**config.mk**
```make
export PLATFORM = sky130hd
export DESIGN_NAME = i3c_line_drv
export DESIGN_NICKNAME = d
export VERILOG_FILES = /design/src/rtl/i3c_line_drv.sv
export SDC_FILE = /design/constraint.sdc
export NUM_CORES = 1
export LEC_CHECK = 0
export CAP_MARGIN = 40
export CORE_UTILIZATION = 40
export DETAILED_ROUTE_END_ITERATION = 8
export DONT_BUFFER_PORTS = 1
export PLACE_DENSITY_LB_ADDON = 0.1
export SYNTH_ARGS = -nofsm -noshare
export SYNTH_HDL_FRONTEND = slang
export SYNTH_SLANG_ARGS = --single-unit
```
**constraint.sdc**
```tcl
create_clock -name clk_i -period 2.33 [get_ports clk_i]
set_input_delay 0.466 -clock clk_i [delete_from_list [all_inputs] [get_ports clk_i]]
set_output_delay 0.466 -clock clk_i [all_outputs]
set_load 0.005 [all_outputs]
```
**src/rtl/i3c_line_drv.sv**
```systemverilog
// i3c_line_drv: per-line I3C SCL/SDA pad sequencer with break-before-make, PP keeper and input filter.
// Latency: 1 cycle request->pad for direct moves; DeadCycles/KeepCycles extra for sequenced moves; 2+FiltCycles pad->line_o.
// Backpressure: none; requests are level targets re-evaluated every edge, so a one-cycle request is still followed.
//
// Ports (all vectors are NumLines wide, one bit per line):
//   clk_i, rst_i        clock, synchronous active-high reset
//   data_i, sel_od_pp_i requested level and mode (0 = open-drain, 1 = push-pull)
//   pad_in_i            raw asynchronous pad input
//   conflict_clr_i      clear for the sticky conflict flag
//   pad_oe_o, pad_out_o registered pad enable / value
//   line_o              synchronised, glitch-filtered line level
//   conflict_o          sticky: line read low while we were driving it high
module i3c_line_drv #(
  parameter int NumLines   = 2,
  parameter int DeadCycles = 1,
  parameter int KeepCycles = 2,
  parameter int FiltCycles = 2
) (
  input  logic                clk_i,
  input  logic                rst_i,
  input  logic [NumLines-1:0] data_i,
  input  logic [NumLines-1:0] sel_od_pp_i,
  input  logic [NumLines-1:0] pad_in_i,
  input  logic [NumLines-1:0] conflict_clr_i,
  output logic [NumLines-1:0] pad_oe_o,
  output logic [NumLines-1:0] pad_out_o,
  output logic [NumLines-1:0] line_o,
  output logic [NumLines-1:0] conflict_o
);

  localparam int MaxCyc = (DeadCycles > KeepCycles) ? DeadCycles : KeepCycles;
  localparam int CntW   = (MaxCyc < 1) ? 1 : $clog2(MaxCyc + 1);

  // Blank window: sync latency + filter latency + one cycle of margin, so the
  // line has had time to follow our own drive before a low read counts.
  localparam int BlankCycles = 2 + FiltCycles + 1;
  localparam int BlankW      = $clog2(BlankCycles + 1);

  localparam logic [CntW-1:0] DeadLoad = (DeadCycles > 0) ? CntW'(DeadCycles - 1) : '0;
  localparam logic [CntW-1:0] KeepLoad = (KeepCycles > 0) ? CntW'(KeepCycles - 1) : '0;

  typedef enum logic [2:0] {
    ST_Z    = 3'd0,
    ST_LO   = 3'd1,
    ST_HI   = 3'd2,
    ST_DEAD = 3'd3,
    ST_KEEP = 3'd4
  } state_e;

  for (genvar g = 0; g < NumLines; g++) begin : g_line
    state_e          r_state;
    state_e          w_state_nxt;
    state_e          w_tgt;
    logic [CntW-1:0] r_cnt;
    logic [CntW-1:0] w_cnt_nxt;
    logic            r_oe;
    logic            r_out;
    logic            r_sync1;
    logic            r_sync2;
    logic            w_line;
    logic [BlankW-1:0] r_bcnt;
    logic            r_conf;
    logic            w_drv_hi;
    logic            w_conf_set;

    // Requested pad state.
    always_comb begin
      w_tgt = ST_Z;
      if (sel_od_pp_i[g]) begin
        w_tgt = data_i[g] ? ST_HI : ST_LO;
      end else begin
        w_tgt = data_i[g] ? ST_LO : ST_Z;
      end
    end

    always_ff @(posedge clk_i) begin
      if (rst_i) begin
        r_state <= ST_Z;
        r_cnt   <= '0;
        r_oe    <= 1'b0;
        r_out   <= 1'b0;
      end else begin
        r_state <= w_state_nxt;
        r_cnt   <= w_cnt_nxt;
        // Pad controls decoded from the next state so they leave a flop.
        r_oe    <= (w_state_nxt == ST_LO) || (w_state_nxt == ST_HI) || (w_state_nxt == ST_KEEP);
        r_out   <= (w_state_nxt == ST_HI) || (w_state_nxt == ST_KEEP);
      end
    end

    always_comb begin
      w_state_nxt = r_state;
      w_cnt_nxt   = '0;
      unique case (r_state)
        ST_Z: begin
          w_state_nxt = w_tgt;
        end
        ST_LO: begin
          if (w_tgt == ST_Z) begin
            w_state_nxt = ST_Z;
          end else if (w_tgt == ST_HI) begin
            if (DeadCycles > 0) begin
              w_state_nxt = ST_DEAD;
              w_cnt_nxt   = DeadLoad;
            end else begin
              w_state_nxt = ST_HI;
            end
          end
        end
        ST_HI: begin
          if (w_tgt == ST_LO) begin
            if (DeadCycles > 0) begin
              w_state_nxt = ST_DEAD;
              w_cnt_nxt   = DeadLoad;
            end else begin
              w_state_nxt = ST_LO;
            end
          end else if (w_tgt == ST_Z) begin
            if (KeepCycles > 0) begin
              w_state_nxt = ST_KEEP;
              w_cnt_nxt   = KeepLoad;
            end else begin
              w_state_nxt = ST_Z;
            end
          end
        end
        ST_DEAD: begin
          // Releasing needs no dead time; otherwise finish the gap and go
          // straight to whatever is requested now.
          if (w_tgt == ST_Z) begin
            w_state_nxt = ST_Z;
          end else if (r_cnt == '0) begin
            w_state_nxt = w_tgt;
          end else begin
            w_cnt_nxt = r_cnt - CntW'(1);
          end
        end
        ST_KEEP: begin
          if (w_tgt == ST_HI) begin
            w_state_nxt = ST_HI;
          end else if (w_tgt == ST_LO) begin
            if (DeadCycles > 0) begin
              w_state_nxt = ST_DEAD;
              w_cnt_nxt   = DeadLoad;
            end else begin
              w_state_nxt = ST_LO;
            end
          end else if (r_cnt == '0) begin
            w_state_nxt = ST_Z;
          end else begin
            w_cnt_nxt = r_cnt - CntW'(1);
          end
        end
        default: begin
          w_state_nxt = ST_Z;
        end
      endcase
    end

    // Two-flop synchroniser, idle-high.
    always_ff @(posedge clk_i) begin
      if (rst_i) begin
        r_sync1 <= 1'b1;
        r_sync2 <= 1'b1;
      end else begin
        r_sync1 <= pad_in_i[g];
        r_sync2 <= r_sync1;
      end
    end

    if (FiltCycles == 0) begin : g_nofilt
      assign w_line = r_sync2;
    end else begin : g_filt
      localparam int FiltW = $clog2(FiltCycles + 1);
      logic [FiltW-1:0] r_fcnt;
      logic             r_line;

      // line_o only follows sync2 after FiltCycles consecutive mismatches.
      always_ff @(posedge clk_i) begin
        if (rst_i) begin
          r_fcnt <= '0;
          r_line <= 1'b1;
        end else if (r_sync2 != r_line) begin
          if (r_fcnt == FiltW'(FiltCycles - 1)) begin
            r_line <= r_sync2;
            r_fcnt <= '0;
          end else begin
            r_fcnt <= r_fcnt + FiltW'(1);
          end
        end else begin
          r_fcnt <= '0;
        end
      end

      assign w_line = r_line;
    end

    assign w_drv_hi   = (r_state == ST_HI) || (r_state == ST_KEEP);
    assign w_conf_set = w_drv_hi && (r_bcnt == BlankW'(BlankCycles)) && !w_line;

    always_ff @(posedge clk_i) begin
      if (rst_i) begin
        r_bcnt <= '0;
        r_conf <= 1'b0;
      end else begin
        if (!w_drv_hi) begin
          r_bcnt <= '0;
        end else if (r_bcnt != BlankW'(BlankCycles)) begin
          r_bcnt <= r_bcnt + BlankW'(1);
        end
        // A new detection beats a simultaneous clear.
        r_conf <= w_conf_set | (r_conf & ~conflict_clr_i[g]);
      end
    end

    assign pad_oe_o[g]   = r_oe;
    assign pad_out_o[g]  = r_out;
    assign line_o[g]     = w_line;
    assign conflict_o[g] = r_conf;
  end

endmodule

```
After elaboration in Yosys (flattened, before gate mapping)
Cells that the tools add are included.
{"block": "op_classes", "add_sub_neg": 6, "n_eq_ne": 26, "muxes": 40, "bitwise": 10, "n_reduce_logical": 26}
{"op": "$mux 3", "count": 18}
{"op": "$pmux 3 s5", "count": 2}
{"op": "$eq 3x2->1 const B", "count": 8}
{"op": "$mux 2", "count": 12}
{"op": "$eq 3x1->1 const B", "count": 6}
{"op": "$eq 3x3->1 const B", "count": 6}
{"op": "$logic_not 3->1", "count": 4}
{"op": "$pmux 2 s3", "count": 2}
{"op": "$logic_or 1x1->1", "count": 8}
{"op": "$add 3x1->3 const B", "count": 2}
{"op": "$mux 1", "count": 6}
{"op": "$ne 3x3->1 const B", "count": 2}
{"op": "$not 1->1", "count": 6}
{"op": "$reduce_or 3->1", "count": 2}
{"op": "$add 2x1->2 const B", "count": 2}
{"op": "$eq 2x1->1 const B", "count": 2}
{"op": "$logic_and 1x1->1", "count": 4}
{"op": "$logic_not 2->1", "count": 2}
{"op": "$reduce_and 2->1", "count": 2}
{"op": "$reduce_or 2->1", "count": 2}
{"op": "$sub 2x1->2 const B", "count": 2}
{"op": "$and 1x1->1", "count": 2}
{"op": "$logic_not 1->1", "count": 2}
{"op": "$ne 1x1->1", "count": 2}
{"op": "$or 1x1->1", "count": 2}
{"block": "totals", "register_bits": 32, "in_bits": 10, "wordCells": 128}

Logic depth before layout (Yosys ltp)
{"block": "logic_depth", "word_depth": 9, "depth_mapped": 6, "depth_no_buf": 6}

Worst setup path after synthesis
OpenSTA, ideal clock, no wires.
{"block": "synth_timing", "kind": "input to register", "start": "input data_i[1]", "end": "register g_line[1].r_oe", "arrival_time_ns": 1.703, "t_required_ns": 2.258, "path_slack_ns": 0.555, "path_stages": 6, "cell_sequence": "inv_1 ha_1 nor2_1 o2bb2ai_2 a2111oi_4 mux2i_1"}
{"block": "synth_between", "elab_chain_cells": 9, "elab_cells_between_ends": 20, "cone_classes": "eq/ne: 5; mux: 12; reduce/logical: 3"}
{"element": "start: declaration", "line_no": "21", "text": "input logic [NumLines-1:0] data_i,"}
{"element": "$mux 1 / $mux 2 (equally long branches)", "line_no": "72, 70"}
{"element": "$mux 2 *", "line_no": "69", "text": "if (sel_od_pp_i[g]) begin"}
{"element": "$eq 3x1->1 (tied with other cells)", "line_no": "111, 141"}
{"element": "$mux 3 (on tied branches)", "line_no": "141, 101, 118"}
{"element": "$mux 3 (on tied branches)", "line_no": "139, 111, 99"}
{"element": "$pmux 3 s5 *", "line_no": "94", "text": "unique case (r_state)"}
{"element": "$eq 3x1->1 / $eq 3x2->1 (equally long branches)", "line_no": "86", "text": "r_oe <= (w_state_nxt == ST_LO) || (w_state_nxt == ST_HI) || (w_state_nxt == ST_KEEP);"}
{"element": "$logic_or 1x1->1", "line_no": "86"}
{"element": "$logic_or 1x1->1 *", "line_no": "86"}
{"element": "end signal: assignment", "line_no": "86"}
{"element": "end: declaration", "line_no": "56", "text": "logic r_oe;"}
Every way passes the cells marked *; elsewhere a longest branch is shown, timed or not.
A chain may end at the register's enable or synchronous reset.

Worst setup path after layout
Same ends and word-level chain as after synthesis.

==> qor.yml <==
status:
  result_of_the_run: "finished, final reports clean"
floorplanning:
  rows: 23
  ioPinCount: 18
  die_outline_height_um: 66.8
  dieArea_um2: 4470
  floorplan.die.width_um: 66.8
  core_area_um2: 4030
  start_util_pct: 41.7
timing:
  tns_ns: 0
  timing_max_transition_violations_final: 0
  final_min_period_over_clock_period_pct: 70.3
  setup_ws_ns: 0.692
  max_clock_freq_mhz: 610
  layout_min_cycle_time_ns: 1.64
  clock_skew_ns: 0.00596
  relSlewSlack_pct: 70.3
  rsz_0062_raised_after_global_routing: "false"
  finalSetupViolCount: 0
  max_slew.worst_pin.slew_ns: 0.442
  hold_violations: 0
worst_setup_path:
  crit_type: "in -> reg"
  r2r_slack_ns: 0.75
  cp-end-kind: "flip-flop"
  timing.critical_path.cells: "inv_1 > ha_1 > nor2_1 > o2bb2ai_2 > a2111oi_4 > mux2i_1"
  reg2regPathDepth: 4
  cp_max_fo: 7
  worst_setup_path_start_kind: "input pin"
  critical_path.top_delay_family: "compound AO/OA/AOI/OAI gates"
  timing.critical_path.buf_inv: 1
  critPathArrivalTime_ns: 1.84
  cpMaxStageDelayCell: "sky130_fd_sc_hd__ha_1"
  critical_path.max_stage_delay_ns: 0.40
  critical_path.reg2reg.endpoint: "g_line[1].r_cnt[1]"
  rr_startpoint: "g_line[1].r_state[2]"
  critical_path_start: "data_i[1]"
  timing.critical_path.required_ns: 2.53
logic_synthesis:
  yosys_warnings: 0
  post-synth-top-count-cell: "sky130_fd_sc_hd__dfxtp_1"
  syn-num-nets: 206
  yosys-top-cells-area: "sky130_fd_sc_hd__dfxtp_1 (38%), sky130_fd_sc_hd__ha_1 (9.7%), sky130_fd_sc_hd__nor2_1 (5.1%), sky130_fd_sc_hd__buf_4 (3.6%), sky130_fd_sc_hd__inv_1 (2.9%)"
  asyncSetResetFlopFracSynth_pct: 0
  yosysTopAreaCell: "sky130_fd_sc_hd__dfxtp_1"
  netlist-cell-type-count: 46
  synthesis.area_um2: 1680
  avgSynthCellArea_um2: 9.19
  synth_common_cells: "sky130_fd_sc_hd__dfxtp_1 (32), sky130_fd_sc_hd__nor2_1 (23), sky130_fd_sc_hd__ha_1 (13), sky130_fd_sc_hd__inv_1 (13), sky130_fd_sc_hd__nand2_1 (10)"
  synth-edff-count: 0
  netlist.area_leader.share_pct: 38.1
  synth_seq_area_share_pct: 38.1
  dominant_register_cell_in_the_synthesized_netlist: "sky130_fd_sc_hd__dfxtp_1"
  synth_cells: 183
  synth_seq_cells: 32
route:
  drt-initial-drc-count: 38
  remaining_drcs: 0
  wl_per_instance_um: 12.5
  post_drt_via_cell_ratio: 5.15
  drt-total-wl_um: 2830
  met3_wirelength_um: 139
  wl_met1_um: 1460
  maxUsedRoutingLayer: "met4"
  antenna_nets_post_route: 0
  routed_vias: 1168
  detailedRoute.firstPassIterationCount: 4
  dr_wl_met2_um: 1210
layout:
  drive_above_1_share_pct: 8.47
  antenna-diode-count: 0
  finish.utilization_pct: 43.5
  final_nets: 199
  flow.area_growth_from_synthesis_pct: 4.32
clock_network:
  clkLatencyLatePin_ns: 0.27
  cts-root-to-sink-buffers: 2
  cts_root_buffer: "sky130_fd_sc_hd__clkbuf_8"
  clock_sink_count: 32
  cts_hold_buf: 0
  tritoncts: "done"
  cts_max_level: 2
  cts_setup_buffers: 0
  postcts_resize_cnt: 0
  clkTransAtPathRegs_ns: 0.07
  cts-buffers-inserted: 5
global_route:
  global_route.usage.total_pct: 14.4
  grt_remaining_overflow: 0
  initial_antenna_violation_count: 0
  wire_length_of_the_first_global_routing_pass_um: 4830
  grt_start_max_net_pins: 21
  via_count_of_the_first_global_routing_pass: 1126
placed_design:
  dpl_hpwl_um: 2070
  io_buffer_count: 0
  placer_s_final_routability_congestion_estimate: 0.782
  preCtsSetupSlack_ns: 0.424
min_path:
  min_path_cells: 1
  holdCritPathClass: "in -> reg"
  worst_hold_path_ep: "g_line[1].r_state[1]"
  worst_hold_startpoint: "rst_i"
job:
  drv.max_cap_violation_count: 0
power_and_ir_drop:
  totalPowerFinal_mw: 1.21
  seq_power_share_pct: 49.1
  internal-power_mw: 0.935
  switching_power_mw: 0.272
  vdd.ir_drop.worst_mv: 0.349
  clockPowerShare_pct: 42.2
  netSwitchingFraction_pct: 22.6
  power.static_leakage_nw: 0.680
  power_density_nw_per_um2: 688
  power_frac_comb_pct: 8.7
[power by group through the flow]
stage / logic [mW] / clock network [mW] / registers (mW)
2_1_floorplan: 0.120 / 0 / 0.589
3_3_place_gp: 0.102 / 0 / 0.605
3_5_place_dp: 0.105 / 0 / 0.605
4_1_cts: 0.105 / 0.531 / 0.593
5_1_grt: 0.120 / 0.551 / 0.597
6_report: 0.105 / 0.509 / 0.593
[cell families (layout without fill, tap and decap cells)]
kind of cell	Yosys count	in the layout	share of synthesized area [%]
AOI/OAI and AO/OA	33	33	15.3
xor gates and xnor gates	5	5	2.60
adders and majority gates	13	13	9.67
buffers and inverters	27	21	8.71
DFF	32	32	38.1
muxes	4	4	2.38
and+or+nand+nor	69	69	23.3
[state kept, by name, summed over array words and instances (netlist names)]
name	flops
g_line.r_state	6
g_line.r_out	2
g_line.g_filt.r_line	2
g_line.g_filt.r_fcnt	4
g_line.r_sync2	2
g_line.r_bcnt	6
g_line.r_cnt	4
g_line.r_conf	2
g_line.r_sync1	2
g_line.r_oe	2
[metrics by stage]
step / instance area (um2) / hold slack (ns) / instances
6_report: 1750 / 0.258 / 227
4_1_cts: 1750 / 0.245 / 227
2_1_floorplan: 1680 / 0.383 / 183
5_1_grt: 1750 / 0.241 / 227
3_5_place_dp: 1650 / 0.392 / 219
3_3_place_gp: 1650 / 0.389 / 219
[cells in the final DEF (no fill, tap or decap), drive strengths merged, types with 3 or more instances in the layout]
master / Yosys / routed
a21oi: 5 / 5
clkbuf: 4 / 6
dfxtp: 32 / 32
ha: 13 / 13
inv: 13 / 13
mux2i: 4 / 4
nand2: 10 / 10
nand2b: 3 / 3
nor2: 23 / 23
nor3: 9 / 9
nor4b: 3 / 3
o21a: 3 / 3
o21ai: 6 / 6
o31ai: 4 / 4
or2: 4 / 4
or3: 5 / 5
xnor2: 4 / 4
[layout make-up]
class,instances,area [um2]
Clock buffer,6,72.6
Inverter,13,48.8
Sequential cell,32,641
Tap cell,50,62.6
Fill cell,406,2270
Clock inverter,2,35.0
Multi-Input combinational cell,124,895
[worst max-delay path by stage]
| stage | end | cells past startpoint |
|---|---|---|
| final | g_line[1].r_oe | 6 |
| after detailed placement | g_line[1].r_oe | 6 |
| after floorplan | g_line[1].r_oe | 6 |
| after CTS | g_line[1].r_oe | 6 |
| after global routing | g_line[1].r_oe | 6 |
| after global placement | g_line[1].r_oe | 6 |
[metal layers]
| layer | up-vias | track usage (%) |
|---|---|---|
| met1 | 531 | 18.0 |
| li1 | 613 | - |
| met4 | 0 | 6.38 |
| met2 | 22 | 22.9 |
| met3 | 2 | 3.94 |
| met5 | - | 0 |
Power figures use the tool's default switching activity.
